### src/rtl/cnn_pkg.sv
// Shared types and helpers for the conv window datapath.
package cnn_pkg;

  localparam int DATA_W      = 32;
  localparam int WINDOW_SIZE = 3;

  typedef logic [DATA_W-1:0]          data_t;
  typedef data_t [WINDOW_SIZE-1:0]    window_t;

  typedef enum logic [1:0] {
    PAD_L = 2'd0,
    PIX   = 2'd1,
    PAD_R = 2'd2
  } fsm_state_t;

  // Counter width for a given bound; never narrower than one bit.
  function automatic int cnt_w(input int bound);
    return (bound <= 1) ? 1 : $clog2(bound);
  endfunction

endpackage

### src/rtl/cnn_shift_window.sv
// W-deep element shift register with a saturating fill count. taps_next is the
// register image after the current shift, so the caller can capture it in-cycle.
module cnn_shift_window import cnn_pkg::*; #(
  parameter int W = WINDOW_SIZE
) (
  input  logic                      clk,
  input  logic                      rst,
  input  logic                      shift_en,
  input  logic                      row_clr,
  input  logic [DATA_W-1:0]         din,
  output logic [W-1:0][DATA_W-1:0]  taps_next,
  output logic                      complete
);

  localparam int                FILL_W   = cnt_w(W + 1);
  localparam logic [FILL_W-1:0] FILL_MAX = FILL_W'(W);

  logic [W-1:0][DATA_W-1:0] taps_q;
  logic [FILL_W-1:0]        fill_q;
  logic [FILL_W-1:0]        fill_next;

  // Newest element enters at the top; index 0 always holds the oldest.
  always_comb begin
    taps_next = taps_q;
    fill_next = fill_q;
    if (shift_en) begin
      for (int i = 0; i < W - 1; i++) begin
        taps_next[i] = taps_q[i+1];
      end
      taps_next[W-1] = din;
      if (fill_q != FILL_MAX) begin
        fill_next = fill_q + 1'b1;
      end
    end
  end

  assign complete = shift_en && (fill_next == FILL_MAX);

  always_ff @(posedge clk) begin
    if (rst) begin
      taps_q <= '0;
      fill_q <= '0;
    end else begin
      taps_q <= taps_next;
      fill_q <= row_clr ? '0 : fill_next;
    end
  end

endmodule

### src/rtl/cnn_window_gen.sv
// Raster pixel stream to sliding conv windows, with optional zero padding at
// row edges and a window stride. Row-bounded: no window ever spans two rows.
module cnn_window_gen #(
  parameter int WINDOW_SIZE = cnn_pkg::WINDOW_SIZE,
  parameter int ROW_LEN     = 8,
  parameter int NUM_ROWS    = 8,
  parameter int PAD         = 0,
  parameter int STRIDE      = 1
) (
  input  logic                                        clk,
  input  logic                                        rst,
  input  logic                                        pix_valid,
  input  logic [cnn_pkg::DATA_W-1:0]                  pix_data,
  output logic                                        pix_ready,
  output logic                                        window_valid,
  output logic [WINDOW_SIZE-1:0][cnn_pkg::DATA_W-1:0] window,
  input  logic                                        window_stall,
  output logic                                        frame_done,
  output cnn_pkg::fsm_state_t                         dbg_state
);
  import cnn_pkg::*;

  localparam int COL_W = cnt_w(ROW_LEN);
  localparam int ROW_W = cnt_w(NUM_ROWS);
  localparam int PAD_W = cnt_w(PAD);
  localparam int PH_W  = cnt_w(STRIDE);

  localparam logic [COL_W-1:0] COL_LAST = COL_W'(ROW_LEN - 1);
  localparam logic [ROW_W-1:0] ROW_LAST = ROW_W'(NUM_ROWS - 1);
  localparam logic [PAD_W-1:0] PAD_LAST = PAD_W'((PAD > 0) ? PAD - 1 : 0);
  localparam logic [PH_W-1:0]  PH_LAST  = PH_W'(STRIDE - 1);

  fsm_state_t state_q, state_d;

  logic [COL_W-1:0] col_q;
  logic [ROW_W-1:0] row_q;
  logic [PAD_W-1:0] pad_q;
  logic [PH_W-1:0]  phase_q;
  logic             fd_pend_q;

  logic hold, transfer, elem_en, pad_last, row_end, frame_end, complete, emit;
  logic [DATA_W-1:0]                   elem_data;
  logic [WINDOW_SIZE-1:0][DATA_W-1:0]  taps_next;

  // Handshakes: a pixel moves when pix_valid & pix_ready; a window moves when
  // window_valid & ~window_stall. A stalled window freezes the whole pipe.
  assign hold      = window_valid & window_stall;
  assign transfer  = window_valid & ~window_stall;
  assign pad_last  = (pad_q == PAD_LAST);
  assign frame_end = row_end && (row_q == ROW_LAST);
  assign emit      = complete && (phase_q == '0);
  assign dbg_state = state_q;

  always_ff @(posedge clk) begin
    if (rst) begin
      state_q <= PAD_L;
    end else begin
      state_q <= state_d;
    end
  end

  always_comb begin
    state_d = state_q;
    case (state_q)
      PAD_L: begin
        if (PAD == 0) begin
          state_d = PIX;
        end else if (elem_en && pad_last) begin
          state_d = PIX;
        end
      end
      PIX: begin
        if (elem_en && (col_q == COL_LAST)) begin
          state_d = (PAD == 0) ? PIX : PAD_R;
        end
      end
      PAD_R: begin
        if (elem_en && pad_last) begin
          state_d = PAD_L;
        end
      end
      default: state_d = PAD_L;
    endcase
  end

  always_comb begin
    pix_ready = 1'b0;
    elem_en   = 1'b0;
    elem_data = '0;
    row_end   = 1'b0;
    case (state_q)
      PAD_L: begin
        elem_en = (PAD != 0) && !hold;
      end
      PIX: begin
        pix_ready = !hold;
        elem_en   = pix_valid && !hold;
        elem_data = pix_data;
        row_end   = (PAD == 0) && elem_en && (col_q == COL_LAST);
      end
      PAD_R: begin
        elem_en = !hold;
        row_end = elem_en && pad_last;
      end
      default: ;
    endcase
  end

  always_ff @(posedge clk) begin
    if (rst) begin
      col_q   <= '0;
      row_q   <= '0;
      pad_q   <= '0;
      phase_q <= '0;
    end else begin
      if (elem_en && (state_q == PIX)) begin
        col_q <= (col_q == COL_LAST) ? '0 : col_q + 1'b1;
      end
      if (elem_en && (state_q != PIX)) begin
        pad_q <= pad_last ? '0 : pad_q + 1'b1;
      end
      // Row start restarts stride alignment; it outranks the last completion.
      if (row_end) begin
        row_q   <= (row_q == ROW_LAST) ? '0 : row_q + 1'b1;
        phase_q <= '0;
      end else if (complete) begin
        phase_q <= (phase_q == PH_LAST) ? '0 : phase_q + 1'b1;
      end
    end
  end

  always_ff @(posedge clk) begin
    if (rst) begin
      window_valid <= 1'b0;
      window       <= '0;
      frame_done   <= 1'b0;
      fd_pend_q    <= 1'b0;
    end else begin
      frame_done <= 1'b0;
      if (emit) begin
        window       <= taps_next;
        window_valid <= 1'b1;
      end else if (transfer) begin
        window_valid <= 1'b0;
      end
      // When the frame's last element made a window, wait for it to leave.
      if (frame_end && emit) begin
        fd_pend_q <= 1'b1;
      end else if (frame_end) begin
        frame_done <= 1'b1;
      end else if (fd_pend_q && transfer) begin
        frame_done <= 1'b1;
        fd_pend_q  <= 1'b0;
      end
    end
  end

  cnn_shift_window #(.W(WINDOW_SIZE)) u_shift (
    .clk       (clk),
    .rst       (rst),
    .shift_en  (elem_en),
    .row_clr   (row_end),
    .din       (elem_data),
    .taps_next (taps_next),
    .complete  (complete)
  );

endmodule

### config.mk
export PLATFORM = sky130hd
export DESIGN_NAME = cnn_window_gen
export DESIGN_NICKNAME = d
export VERILOG_FILES = /design/src/rtl/cnn_pkg.sv /design/src/rtl/cnn_shift_window.sv /design/src/rtl/cnn_window_gen.sv
export SDC_FILE = /design/constraint.sdc
export NUM_CORES = 1
export LEC_CHECK = 0
export ABC_AREA = 0
export CAP_MARGIN = 20
export CORE_MARGIN = 2
export CORE_UTILIZATION = 48
export CTS_CLUSTER_DIAMETER = 30
export DETAILED_ROUTE_END_ITERATION = 8
export PLACE_DENSITY = 0.75
export SLEW_MARGIN = 0
export SYNTH_ARGS = -nofsm -noshare
export SYNTH_HDL_FRONTEND = slang
export SYNTH_HIERARCHICAL = 1
export SYNTH_SLANG_ARGS = --single-unit
### constraint.sdc
create_clock -name clk -period 3 [get_ports clk]
set_input_delay 0.9 -clock clk [delete_from_list [all_inputs] [get_ports clk]]
set_output_delay 0.9 -clock clk [all_outputs]
set_load 0.03 [all_outputs]
# After elaboration in Yosys (flattened, before gate mapping)
# Index checks and enable logic that the tools add are counted.
# totals
register_bits	207
latchBits	0
ramBits	0
romBits	0
input_bits	36
output_inout_bits	101
elab_cells	76
memories	0
# classes
n_addsub	5
mul	0
n_div	0
order_cmp	0
eq_ne	10
shift	0
n_mux	21
bitwise_logic	5
reduce_logical	20
# op_table
cell	count
$mux W96	1
$mux W32	1
$logic_and A1 B1 Y1	12
$mux W1	10
$mux W2	4
$add A3 B1 Y3 const B	2
$eq A3 B3 Y1 const B	2
$mux W3	2
$ne A2 B2 Y1 const B	3
$pmux W2 S3	1
$eq A2 B2 Y1 const B	2
$ne A2 B1 Y1 const B	2
$pmux W1 S2	2
$reduce_and A2 Y1	2
$reduce_bool A2 Y1	2
$reduce_or A2 Y1	2
$not A1 Y1	3
$add A1 B1 Y1 const B	2
$add A2 B1 Y2 const B	1
$and A1 B1 Y1	2
$eq A2 B1 Y1 const B	1
$logic_not A2 Y1	1
$logic_not A1 Y1	1

# Depth between registers and ports, before layout
# Gate-level depths: netlist (run 1).
# logic_depth
ltp_word	11
mapped_depth	11
ltp_nobuf	5

# Hierarchy
# The synthesis (run 1) kept the hierarchy.
# by_module_without_submodules
mod	instances	cells_per_inst	area_each_um2	seq_area_each_um2
cnn_shift_window	1	317	4214.0	1961.9
cnn_window_gen	1	401	4086.4	2122.0

# Least setup slack after synthesis (run 1)
# No wires, ideal clock.
# synth_timing
path_type	input port to flip-flop
start	input port window_stall
end	register window[36] (netlist name)
setup_time_ns	0.117
t_arrival_ns	2.475
t_required_ns	2.883
path_slack_ns	0.408
path_stages	11
n_path_buf	6
path_cell_list	and2_4 buf_6 nor2_1 buf_6 buf_6 and2_1 buf_2 buf_4 buf_4 mux2i_1 nor2_1
# synth_between
elab_chain_cells	8
word_cells_on_any_way	9
cone_classes	1 x eq/ne; 3 x mux; 1 x bitwise; 4 x reduce/logical
# synth_rtl
element	line_no	source
from (decl)	cnn_window_gen.sv:17	input logic window_stall,
$and A1 B1 Y1 (*)	cnn_window_gen.sv:47	assign hold = window_valid & window_stall;
$logic_not A1 Y1 (*)	cnn_window_gen.sv:97, cnn_window_gen.sv:102	
$logic_and A1 B1 Y1	cnn_window_gen.sv:97	elem_en = pix_valid && !hold;
$pmux W1 S2 (*)	cnn_window_gen.sv:91	case (state_q)
via elem_en	cnn_window_gen.sv:41	logic hold, transfer, elem_en, pad_last, row_end, frame_end, complete, emit;
$mux W2	cnn_shift_window.sv:26	if (shift_en) begin
$eq A2 B2 Y1	cnn_shift_window.sv:37	assign complete = shift_en && (fill_next == FILL_MAX);
$logic_and A1 B1 Y1 (*)	cnn_shift_window.sv:37	
via complete	cnn_window_gen.sv:41	
$logic_and A1 B1 Y1 (*)	cnn_window_gen.sv:51	assign emit = complete && (phase_q == '0);
to (signal assigned)	cnn_window_gen.sv:141	window <= taps_next;
to (decl)	cnn_window_gen.sv:16	output logic [WINDOW_SIZE-1:0][cnn_pkg::DATA_W-1:0] window,
# The timed path passes the listed nets; every way through them passes the cells marked *.
# A chain may end at the register's enable or synchronous reset.

# Worst setup path after layout (run 1)
# layout_timing
start	input port window_stall
end	output port pix_ready
# layout_between
elab_chain_cells	3
# layout_rtl
element	line_no	source
$and A1 B1 Y1	cnn_window_gen.sv:47	
$logic_not A1 Y1	cnn_window_gen.sv:96	pix_ready = !hold;
$mux W1	cnn_window_gen.sv:91	
to (decl)	cnn_window_gen.sv:14	output logic pix_ready,
# Every way passes these cells.

==> out/metrics.cfg, run 1 <==
[sta]
timing.fmax_mhz=359
report.final.slew_viol_count=0
hold_viol=0
fin_skew_ns=0.00719
period_share=0.928
fin_tns_setup_ns=0
setup_viol=0
worst_hold_slack_ns=0.487
fin_crit_ns=2.79
fin_ws_ns=0.215
grt_setup_unrepaired=no

[run]
maxCapViolCount=0

[detailed_routing]
num_vias=5346
drtPass1Iterations=4
wl_microns=16500
post_drt_wl_per_cell_microns=14.8
postRouteAntennaNets=0
via_per_inst=4.79
drc=0
drtIter0Drc=208

[synthesis]
yosysTopAreaCell=dfxtp_1
synthTopCellsByArea=dfxtp_1 49%, mux2_4 17%, mux2i_1 12%
syn_nets=758
seq_area_frac_synth=0.492
syn-cell-area_sq_um=8300
syn-instance-count=718
ys_types=32
ys_ff_latch=204
yosysWarnings=6
avgSynthCellArea_sq_um=11.6
yosys.area.top_type_share=0.492

[power_and_ir_drop]
switching_power_mw=1.55
seqPwrFrac=0.367
p_int_mw=5.95
p_comb_frac=0.040
sw_frac_of_total=0.207
power_density_nw_per_um2=669
p_total_mw=7.51
p_leak_nw=4.34
peakVddDrop_uv=422
clockPowerShare=0.592

[clocking]
cts_setup_buffers=0
htreeDepth=2
clockRootBuffer=clkbuf_16
clock_path_buffers=3
cts_tree=done
numCtsBuffers=41
insertion_delay_ns=0.50
cts_sinks=204
hold_buffers=0
cts_resized=0
clk_pin_slew_ns=0.05

[global_routing]
grt_pass1_vias=5388
grt_max_degree=73
grt_antenna_before_repair=0
overflow=0
track_usage=0.180
grt_pass1_wl_microns=26800

[setup_path]
crit_end=pix_ready
critPathMaxFanout=6
crit_path_start=window_stall
required_ns=2.10
crit_path_end_kind=output port
worstPathArrival_ns=1.89
crit_type=input port to output port
start_kind=input port
timing.rr.end=window[64]
r2r-start=dbg_state[0]
rr_worst_depth=7
r2r_slack_ns=0.98

[final_layout]
drive_gt1_frac=0.211
antenna_cells=0
post-route-util=0.655
nets=901
design_area_sq_um=11200
layout.cells.non_filler=1116
syn2layout_area_growth_pct=35.2

[placed_design]
routabilityCongestion=0.743
dp_hpwl_microns=9800
dpl.cell_count=1043
placed_cell_area_sq_um=9830
post-place-ws_ns=0.179
portBuffers=135

[min_path]
holdCritStartpoint=window[78]
hold_class=flop to flop

[outcome]
status=finished, final reports clean

[die]
coreArea_sq_um=17100
fp.dieW_microns=136
die_h_microns=136
dieArea_sq_um=18400
num_rows=48
num_io_pins=137
initial_core_util=0.485

-- worst max-delay path: stages --
cell,delay [ns]
clkdlybuf4s50_1,0.49
nand2_1,0.14
and2_1,0.19
buf_4,0.16
-- state kept, by name, indices dropped and copies added (netlist names) --
| signal | flops |
|---|---|
| col_q | 3 |
| dbg_state | 1 |
| fd_pend_q | 1 |
| frame_done | 1 |
| row_q | 3 |
| u_shift/fill_q | 2 |
| u_shift/taps_q | 96 |
| window | 96 |
| window_valid | 1 |
-- layout make-up --
type | count | area (sq um)
clock buffers | 58 | 1210
clock inverters | 15 | 181
fillers | 1348 | 5900
inverters | 3 | 11.3
multi-input cells | 461 | 3900
flip-flops and latches | 204 | 4080
well taps | 225 | 282
repair buffers | 150 | 1550
-- layer usage --
metal	up-vias	wire length, microns	track usage
met5	-	0	0
met2	126	7490	0.280
met3	32	746	0.0449
li1	2671	-	-
met4	0	319	0.0706
met1	2517	7940	0.242
-- worst min path at each step --
| stage | to | slack (ns) | cells after the start |
|---|---|---|---|
| finish | window[78] | 0.49 | 2 |
| global route | window[27] | 0.51 | 2 |
| CTS | col_q[2] | 0.49 | 2 |
| detailed placement | window[60] | 0.48 | 2 |
| global placement | col_q[1] | 0.47 | 2 |
| floorplan | u_shift/fill_q[0] | 0.46 | 2 |
-- Yosys cell counts, drive strengths merged --
library cell and number:
dfxtp 204, and3b 1, mux2i 96, conb 1
clkbuf 14, mux2 98, o21ai 4, nor3 3
nor2b 88, inv 3, nand3 2, ha 4
or4 1, a311oi 2, nand2 3, and2b 11
nor2 101, buf 36, nor4 1, a31o 2
a21oi 4, and3 1, and2 37, a32o 1
-- cell families (layout without fill, tap and decap cells) --
| kind of cell | Yosys count | count (layout) | synth area share |
|---|---|---|---|
| simple gates | 249 | 249 | 0.159 |
| flops | 204 | 204 | 0.492 |
| mux | 194 | 194 | 0.292 |
| buf+inv | 53 | 226 | 0.0393 |
| compound gates | 13 | 13 | 0.0107 |
| fa+ha+maj | 4 | 4 | 0.00603 |
| other cells | 1 | 1 | 0.000452 |
-- cells in the final DEF (no fill, tap or decap), types with 2 or more instances in the layout --
cell / Yosys / layout
clkinv_2: 0 / 4
nor2b_1: 88 / 88
nand2_1: 3 / 3
and2b_1: 11 / 11
clkbuf_1: 14 / 6
dfxtp_1: 204 / 204
clkbuf_16: 0 / 42
mux2_4: 96 / 96
a21oi_1: 3 / 3
buf_4: 3 / 9
buf_12: 0 / 7
clkbuf_8: 0 / 10
and2_4: 2 / 3
a311oi_1: 2 / 2
mux2i_1: 96 / 96
clkinvlp_4: 0 / 5
inv_1: 3 / 3
clkdlybuf4s50_1: 0 / 133
clkinv_4: 0 / 2
bufinv_16: 0 / 3
ha_1: 4 / 4
nor2_1: 101 / 100
o21ai_1: 3 / 3
nor3_1: 2 / 2
a31o_1: 2 / 2
and2_1: 35 / 34
nand3_1: 2 / 2
-- power groups by stage --
stage / logic [mW] / clock network [mW] / registers [mW]
after floorplan: 0.214 / 0 / 2.81
after global placement: 0.302 / 0 / 2.81
after detailed placement: 0.304 / 0 / 2.81
after CTS: 0.307 / 4.52 / 2.76
after global routing: 0.327 / 4.66 / 2.76
final: 0.304 / 4.45 / 2.76
No activity file was read; power rests on OpenSTA's default activity.
==> run 2: changes to the inputs <==
--- a/config.mk
+++ b/config.mk
@@ -12,7 +12,7 @@
 export CTS_CLUSTER_DIAMETER = 30
 export DETAILED_ROUTE_END_ITERATION = 8
 export PLACE_DENSITY = 0.75
-export SLEW_MARGIN = 0
+export SLEW_MARGIN = 5
 export SYNTH_ARGS = -nofsm -noshare
 export SYNTH_HDL_FRONTEND = slang
 export SYNTH_HIERARCHICAL = 1
==> results of run 2 <==
Final layout, timing and power as in run 1 (identical DEF).
